[config.mk]
export PLATFORM = sky130hd
export DESIGN_NAME = pipe_hazard_ctrl_flat
export DESIGN_NICKNAME = d
export VERILOG_FILES = /design/src/rtl/pipe_hazard_ctrl_if.sv /design/src/rtl/pipe_hazard_ctrl.sv /design/src/flat_wrapper.sv
export SDC_FILE = /design/constraint.sdc
export NUM_CORES = 1
export LEC_CHECK = 0
export CAP_MARGIN = 10
export CORE_ASPECT_RATIO = 0.7
export CORE_MARGIN = 8
export CORE_UTILIZATION = 26
export DETAILED_ROUTE_END_ITERATION = 8
export MAX_ROUTING_LAYER = met4
export PLACE_DENSITY_LB_ADDON = 0.12
export SYNTH_ARGS = -nofsm -noshare
export SYNTH_HDL_FRONTEND = slang
export SYNTH_SLANG_ARGS = --single-unit
[constraint.sdc]
create_clock -name clock -period 1.2 [get_ports clock]
set_input_delay 0.18 -clock clock [delete_from_list [all_inputs] [get_ports clock]]
set_output_delay 0.18 -clock clock [all_outputs]
set_load 0.01 [all_outputs]
[src/rtl/pipe_hazard_ctrl_if.sv]
// pipe_hazard_ctrl_if: stall requests, redirect and stall/discard/perf outputs of the hazard controller
interface pipe_hazard_ctrl_if #(parameter int PERF_W = 32);
  logic              if_stall_req;
  logic              id_stall_req;
  logic              ex_stall_req;
  logic              mem_stall_req;
  logic              ex_jump;
  logic [5:0]        stall;
  logic              discard_if_id;
  logic              discard_id_ex;
  logic              flush_pending;
  logic [PERF_W-1:0] stall_cycles;
  logic [PERF_W-1:0] flush_count;
  modport master (
    output if_stall_req, id_stall_req, ex_stall_req, mem_stall_req, ex_jump,
    input  stall, discard_if_id, discard_id_ex, flush_pending, stall_cycles, flush_count
  );
  modport slave (
    input  if_stall_req, id_stall_req, ex_stall_req, mem_stall_req, ex_jump,
    output stall, discard_if_id, discard_id_ex, flush_pending, stall_cycles, flush_count
  );
endinterface

[src/rtl/pipe_hazard_ctrl.sv]
// pipe_hazard_ctrl: pipeline stall/flush controller with pending-flush state; PIPE_HAZARD_PERF_EN adds perf counters
module pipe_hazard_ctrl #(
  parameter int PERF_W = 32
) (
  input logic              clock,
  input logic              reset,
  pipe_hazard_ctrl_if.slave bus
);
  localparam logic [0:0] RUN  = 1'b0;
  localparam logic [0:0] PEND = 1'b1;
  logic [0:0] state, state_nx;
  logic [5:0] stall_v;
  logic       jump_taken;
  // highest requester wins; everything is forced quiet while reset is held
  always_comb begin
    stall_v = bus.mem_stall_req ? 6'b011111 :
              bus.ex_stall_req  ? 6'b001111 :
              bus.id_stall_req  ? 6'b000111 :
              bus.if_stall_req  ? 6'b000011 : 6'b000000;
    jump_taken = reset & bus.ex_jump & ~stall_v[3];
    bus.stall = reset ? stall_v : 6'b000000;
    bus.discard_id_ex = jump_taken;
    bus.discard_if_id = reset & ((state == PEND) ? ~stall_v[1] : (jump_taken & ~bus.if_stall_req));
    bus.flush_pending = reset & (state == PEND);
    state_nx = (state == PEND) ? (stall_v[1] ? PEND : RUN) : ((jump_taken & bus.if_stall_req) ? PEND : RUN);
  end
  // pending-flush state register
  always_ff @(posedge clock or negedge reset)
    if (!reset) state <= RUN;
    else state <= state_nx;
`ifdef PIPE_HAZARD_PERF_EN
  logic [PERF_W-1:0] sc, fc;
  // free-running wrap-around counters of stalled cycles and accepted redirects
  always_ff @(posedge clock or negedge reset)
    if (!reset) begin
      sc <= '0;
      fc <= '0;
    end else begin
      sc <= sc + PERF_W'(stall_v[0]);
      fc <= fc + PERF_W'(jump_taken);
    end
  assign bus.stall_cycles = sc;
  assign bus.flush_count = fc;
`else
  assign bus.stall_cycles = {PERF_W{1'b0}};
  assign bus.flush_count = {PERF_W{1'b0}};
`endif
endmodule

[src/flat_wrapper.sv]
// flat-port wrapper written by rule: the top's interface ports become plain ports
module pipe_hazard_ctrl_flat 
#(
  parameter int PERF_W = 32
)
  (clock, reset, bus_if_stall_req, bus_id_stall_req, bus_ex_stall_req, bus_mem_stall_req, bus_ex_jump, bus_stall, bus_discard_if_id, bus_discard_id_ex, bus_flush_pending, bus_stall_cycles, bus_flush_count);
  pipe_hazard_ctrl_if #(.PERF_W(PERF_W)) bus_i ();
  input logic clock;
  input logic reset;
  input wire logic [$bits(bus_i.if_stall_req)-1:0] bus_if_stall_req;
  input wire logic [$bits(bus_i.id_stall_req)-1:0] bus_id_stall_req;
  input wire logic [$bits(bus_i.ex_stall_req)-1:0] bus_ex_stall_req;
  input wire logic [$bits(bus_i.mem_stall_req)-1:0] bus_mem_stall_req;
  input wire logic [$bits(bus_i.ex_jump)-1:0] bus_ex_jump;
  output wire logic [$bits(bus_i.stall)-1:0] bus_stall;
  output wire logic [$bits(bus_i.discard_if_id)-1:0] bus_discard_if_id;
  output wire logic [$bits(bus_i.discard_id_ex)-1:0] bus_discard_id_ex;
  output wire logic [$bits(bus_i.flush_pending)-1:0] bus_flush_pending;
  output wire logic [$bits(bus_i.stall_cycles)-1:0] bus_stall_cycles;
  output wire logic [$bits(bus_i.flush_count)-1:0] bus_flush_count;
  assign bus_i.if_stall_req = bus_if_stall_req;
  assign bus_i.id_stall_req = bus_id_stall_req;
  assign bus_i.ex_stall_req = bus_ex_stall_req;
  assign bus_i.mem_stall_req = bus_mem_stall_req;
  assign bus_i.ex_jump = bus_ex_jump;
  assign bus_stall = bus_i.stall;
  assign bus_discard_if_id = bus_i.discard_if_id;
  assign bus_discard_id_ex = bus_i.discard_id_ex;
  assign bus_flush_pending = bus_i.flush_pending;
  assign bus_stall_cycles = bus_i.stall_cycles;
  assign bus_flush_count = bus_i.flush_count;
  pipe_hazard_ctrl #(.PERF_W(PERF_W)) u_core (.clock(clock), .reset(reset), .bus(bus_i));
endmodule
### Yosys cells after proc, flatten, opt, wreduce, memory -nomap -nowiden

Index checks and enable logic that the tools add are counted.

* input bits: 7
* output and inout bits: 73
* register bits after elaboration: 1
* word-level logic and storage cells: 19

* muxes and demuxes: 9
* bitwise logic cells: 9

Operators by type and width (number)
* 6-bit two-way mux: 4
* 1-bit AND: 6
* 1-bit two-way mux: 4
* 1-bit inverter: 3
* 2-bit two-way mux: 1

### Longest topological paths before layout

* depth in word-level cells: 9
* mapped depth: 2
* depth with buffers taken out: 2

### Worst setup path after synthesis

No wires, ideal clock.

* path type: input -> output
* start: input bus_mem_stall_req
* end: output bus_discard_if_id
* buffers on the path: 0
* slack: 0.118 ns
* data required time: 1.020 ns
* cell stages on the path: 2
* arrival time: 0.902 ns
* cell sequence: or4b_1 > a21oi_1

* word-level cells in the longest chain between the ends: 6
* elaborated cells on any way between the ends: 7
* those cells by class: mux (2); bitwise (5)

Ends and longest elaborated chain
* start, declared: line flat_wrapper.sv:13 `input wire logic [$bits(bus_i.mem_stall_req)-1:0] bus_mem_stall_req;`
* 6-bit two-way mux (*): line pipe_hazard_ctrl.sv:16 `stall_v = bus.mem_stall_req ? 6'b011111 :`
* 1-bit inverter: line pipe_hazard_ctrl.sv:20 `jump_taken = reset & bus.ex_jump & ~stall_v[3];`
* 1-bit AND: line pipe_hazard_ctrl.sv:20
* 1-bit AND: line pipe_hazard_ctrl.sv:23 `bus.discard_if_id = reset & ((state == PEND) ? ~stall_v[1] : (jump_taken & ~bus.if_stall_req));`
* 1-bit two-way mux (*): line pipe_hazard_ctrl.sv:23
* 1-bit AND (*): line pipe_hazard_ctrl.sv:23
* end, declared: line flat_wrapper.sv:16 `output wire logic [$bits(bus_i.discard_if_id)-1:0] bus_discard_if_id;`

Every way passes the cells marked *; elsewhere a longest branch is shown, timed or not.

### Final worst setup path

* start: input bus_if_stall_req
* end: output bus_discard_if_id

* word-level cells in the longest chain between the ends: 7
* elaborated cells on any way between the ends: 9
* those cells by class: mux (5); bitwise (4)

Ends and longest elaborated chain
* start, declared: line flat_wrapper.sv:10 `input wire logic [$bits(bus_i.if_stall_req)-1:0] bus_if_stall_req;`
* 2-bit two-way mux: line pipe_hazard_ctrl.sv:19 `bus.if_stall_req ? 6'b000011 : 6'b000000;`
* 6-bit two-way mux: line pipe_hazard_ctrl.sv:18 `bus.id_stall_req ? 6'b000111 :`
* 6-bit two-way mux: line pipe_hazard_ctrl.sv:17 `bus.ex_stall_req ? 6'b001111 :`
* 6-bit two-way mux: line pipe_hazard_ctrl.sv:16
* 1-bit inverter: line pipe_hazard_ctrl.sv:23
* 1-bit two-way mux (*): line pipe_hazard_ctrl.sv:23
* 1-bit AND (*): line pipe_hazard_ctrl.sv:23

Marked as above.

==> summary.txt <==
Outcome
  – Result of the run: finished, violations left
  – Violated checks: negative setup slack

Routing
  – Routed Wire Length: approximately 1300 um
  – Via Count: approximately 360
  – Ratio of routed vias to standard cells: around 2.7
  – DR iter-0 viols: 0
  – Count of antenna-violating nets left after detailed routing: 0
  – TritonRoute pass-1 iters: 1
  – Average wire per cell in the routed design: around 9.8 um
  – Drc violations: 0

Layout
  – Ant diodes: 0
  – Final std cells w/o fill: between 100 and 150
  – Total number of nets in the final design: 109
  – Share of layout cells above drive strength 1: 0.250
  – Max FFs per register: 1
  – Leading registers by flop count: u_core.state x1
  – Area growth from synthesis to layout: -4.76%
  – Largest register by flop count: u_core.state

Floorplan
  – Die Height: about 57 um
  – Die Outline Area: roughly 0.0043 mm2
  – Die span in x: about 75 um
  – Effective utilization at floorplan: 0.265
  – Io pins: 80
  – Core outline area: 0.00238 mm2
  – Cell Rows: 15

STA
  – Final count of pins violating max slew: 0
  – Post-layout minimum cycle time: between 1 and 1.5 ns
  – Hold violation total from the final report: 0
  – Final worst setup slack: -0.0296 ns
  – Number of endpoints failing setup at the final stage: 1
  – Maximum frequency from static timing analysis: between 800 and 900 MHz
  – Final worst hold slack: between 0.08 and 0.09 ns
  – Period Utilization, post-route: 1.02
  – Setup TNS: -0.0296 ns
  – RSZ-0062 raised after global routing: yes
  – Clock Skew: 0 ns

Synthesis
  – Top FF cell, synth: sky130_fd_sc_hd__dfrtp_1
  – Leading post-synthesis cells by instance count: sky130_fd_sc_hd__buf_4 (66), sky130_fd_sc_hd__o31a_2 (2), sky130_fd_sc_hd__or2b_2 (2)
  – Fraction of synthesized cell area in xor and xnor cells: 0
  – Synth Area in Compound Gates: 0.0833
  – Synthesis warning total: 0
  – Largest family of logic cells by synthesized area: buffers and inverters
  – Netlist area before placement: 631 um2
  – Arithmetic-cell share of the synthesized area counting full adders, half adders and majority gates: 0
  – Share of synthesized area spent on multiplexers: 0
  – Synth top area cells: sky130_fd_sc_hd__buf_4 (79%), sky130_fd_sc_hd__dfrtp_1 (4.0%), sky130_fd_sc_hd__o31a_2 (3.2%), sky130_fd_sc_hd__or2b_2 (2.8%), sky130_fd_sc_hd__and4bb_2 (2.0%)
  – Number of flops mapped to enable cells by yosys: 0
  – Yosys cell types: 13
  – Average cell area after synthesis: between 7 and 8 um2
  – Share of Yosys cell area claimed by the top area cell type: 0.786
  – Cells after synthesis: 80
  – Fraction of registers with async set/reset: 1.00
  – #FFs+latches synth: 1
  – Fraction of the yosys area taken by sequential cells: 0.0397
  – Largest area contributor in the synthesized netlist: sky130_fd_sc_hd__buf_4
  – Simple-gate share of the synthesized area: 0.0853
  – Most frequently used cell type in the post-synthesis netlist: sky130_fd_sc_hd__buf_4

Worst setup path
  – Kind of critical path: in2out
  – Max stage delay on crit path: approximately 0.53 ns
  – Data arrival at the endpoint of the critical path: approximately 1.1 ns
  – Largest fanout of any net on the critical path: 2
  – Crit Reg-Reg Startpoint: u_core.state
  – Worst Setup SP: bus_if_stall_req
  – Element type at the critical path start: input pin
  – Cell at the slowest stage of the critical path: sky130_fd_sc_hd__or4b_4
  – Element type at the critical path end: output port
  – Crit path required time: approximately 1.0 ns
  – Chain of cells forming the critical path: buf_6, or4b_4, a21oi_2, buf_2

Power
  – Clock network fraction of total power: 0
  – Switching Share: 0.598
  – Total power per unit cell area: around 370 mW/mm2
  – Share of total power in sequential cells: 0.163
  – Internal power: 0.0902 mW
  – Static leakage: 0.377 nW
  – Worst VDD drop: around 0.09 mV
  – Comb power frac: 0.837
  – Switching component of the power: ~0.13 mW

Global route
  – Met1 Usage GRT: 0.0564
  – Met2 track demand over resource: 0.112
  – Layer with the highest usage: met2
  – Met3 demand-to-capacity share in global routing: 0.00524
  – Maximum number of pins on one net before global-route repair: 8
  – Total congestion overflow: 0
  – Total routing resource utilization after global routing: 0.0548
  – Number of global-route vias before repair: around 380
  – Initial antenna violation count: 0
  – Wire length of the first global-routing pass: about 1900 um

Placement
  – Final HPWL DP: roughly 1200 um
  – Number of I/O port buffers: 14
  – Last weighted congestion value of the routability-driven placer: just under 0.7
  – Post-Place Cells: roughly 130

Worst hold path
  – Worst min path class: in2async

Run
  – MaxCap Viol Count: 0

Clock tree
  – Clk_lat worst skew: 0 ns
  – CTS clock-pin slew for the worst setup and hold paths: 0 ns
## layout make-up
class                      count  area, um2
multi-input combinational     77        360
tap                           34       42.5
sequential                     1       25.0
fill                         273       1780
timing repair buffer          22        173
## power by group through the flow
stage | clock (mW) | combinational [mW] | sequential [mW]
after floorplan | 0 | 0.273 | 0.0368
after global placement | 0 | 0.188 | 0.0366
after detailed placement | 0 | 0.187 | 0.0365
after CTS | 0 | 0.174 | 0.0367
after global routing | 0 | 0.208 | 0.0369
final | 0 | 0.188 | 0.0366
## path summary, 6_finish.rpt
check	cells past startpoint	slack, ns	end
min reg2reg	2	0.62	u_core.state
min	2	0.08	u_core.state
min in group clock	4	0.58	u_core.state
max reg2reg	3	0.30	u_core.state
max	4	-0.03	bus_discard_if_id
max in group asynchronous	2	1.01	u_core.state
## critical path, delay by kind of cell
family / cells / cell delay (ns)
AOI/OAI and AO/OA: 1 / 0.11
buffers and inverters: 2 / 0.23
and+or+nand+nor: 1 / 0.53
## repair_timing
| action | in CTS | in global routing |
|---|---|---|
| resized for setup | 45 | 2 |
| pin swaps | 2 | 2 |
| endpoints found under the setup margin | 9 | 3 |
| setup buffers | 0 | 1 |
| hold buffers | 0 | 0 |
## kinds of logic after synthesis
group	Yosys count
compound gates	6
buf+inv	66
flops	1
other cells	1
simple gates	6
## per-layer routing
layer,wire [um],share of wire
met5,0,0
met4,0,0
met3,185,0.14
met2,724,0.55
met1,401,0.31
## layout by cell type (no fill, tap or decap)
cell                               n
sky130_fd_sc_hd__o22a_1            1
sky130_fd_sc_hd__a21oi_2           1
sky130_fd_sc_hd__and4bb_2          1
sky130_fd_sc_hd__o41a_1            1
sky130_fd_sc_hd__clkdlybuf4s15_2   1
sky130_fd_sc_hd__or2b_4            1
sky130_fd_sc_hd__clkdlybuf4s15_1   1
sky130_fd_sc_hd__o21a_1            1
sky130_fd_sc_hd__conb_1           65
sky130_fd_sc_hd__o31a_2            2
sky130_fd_sc_hd__dlygate4sd2_1     4
sky130_fd_sc_hd__or4b_4            1
sky130_fd_sc_hd__dfrtp_1           1
sky130_fd_sc_hd__buf_4             7
sky130_fd_sc_hd__buf_6             3
sky130_fd_sc_hd__or2b_2            1
sky130_fd_sc_hd__buf_2             6
sky130_fd_sc_hd__and2_2            1
sky130_fd_sc_hd__and2_1            1
## stage by stage
stage	power (mW)	setup WS (ns)	cell area [um2]	utilization
floorplan	0.310	0.118	871	-
global placement	0.224	-0.805	611	0.256
detailed placement	0.223	-0.823	611	0.256
CTS	0.211	-0.0386	583	0.245
global route	0.245	-0.0787	601	0.252
finish	0.224	-0.0296	601	0.252
Note: power is estimated with default switching activity, not from simulation.
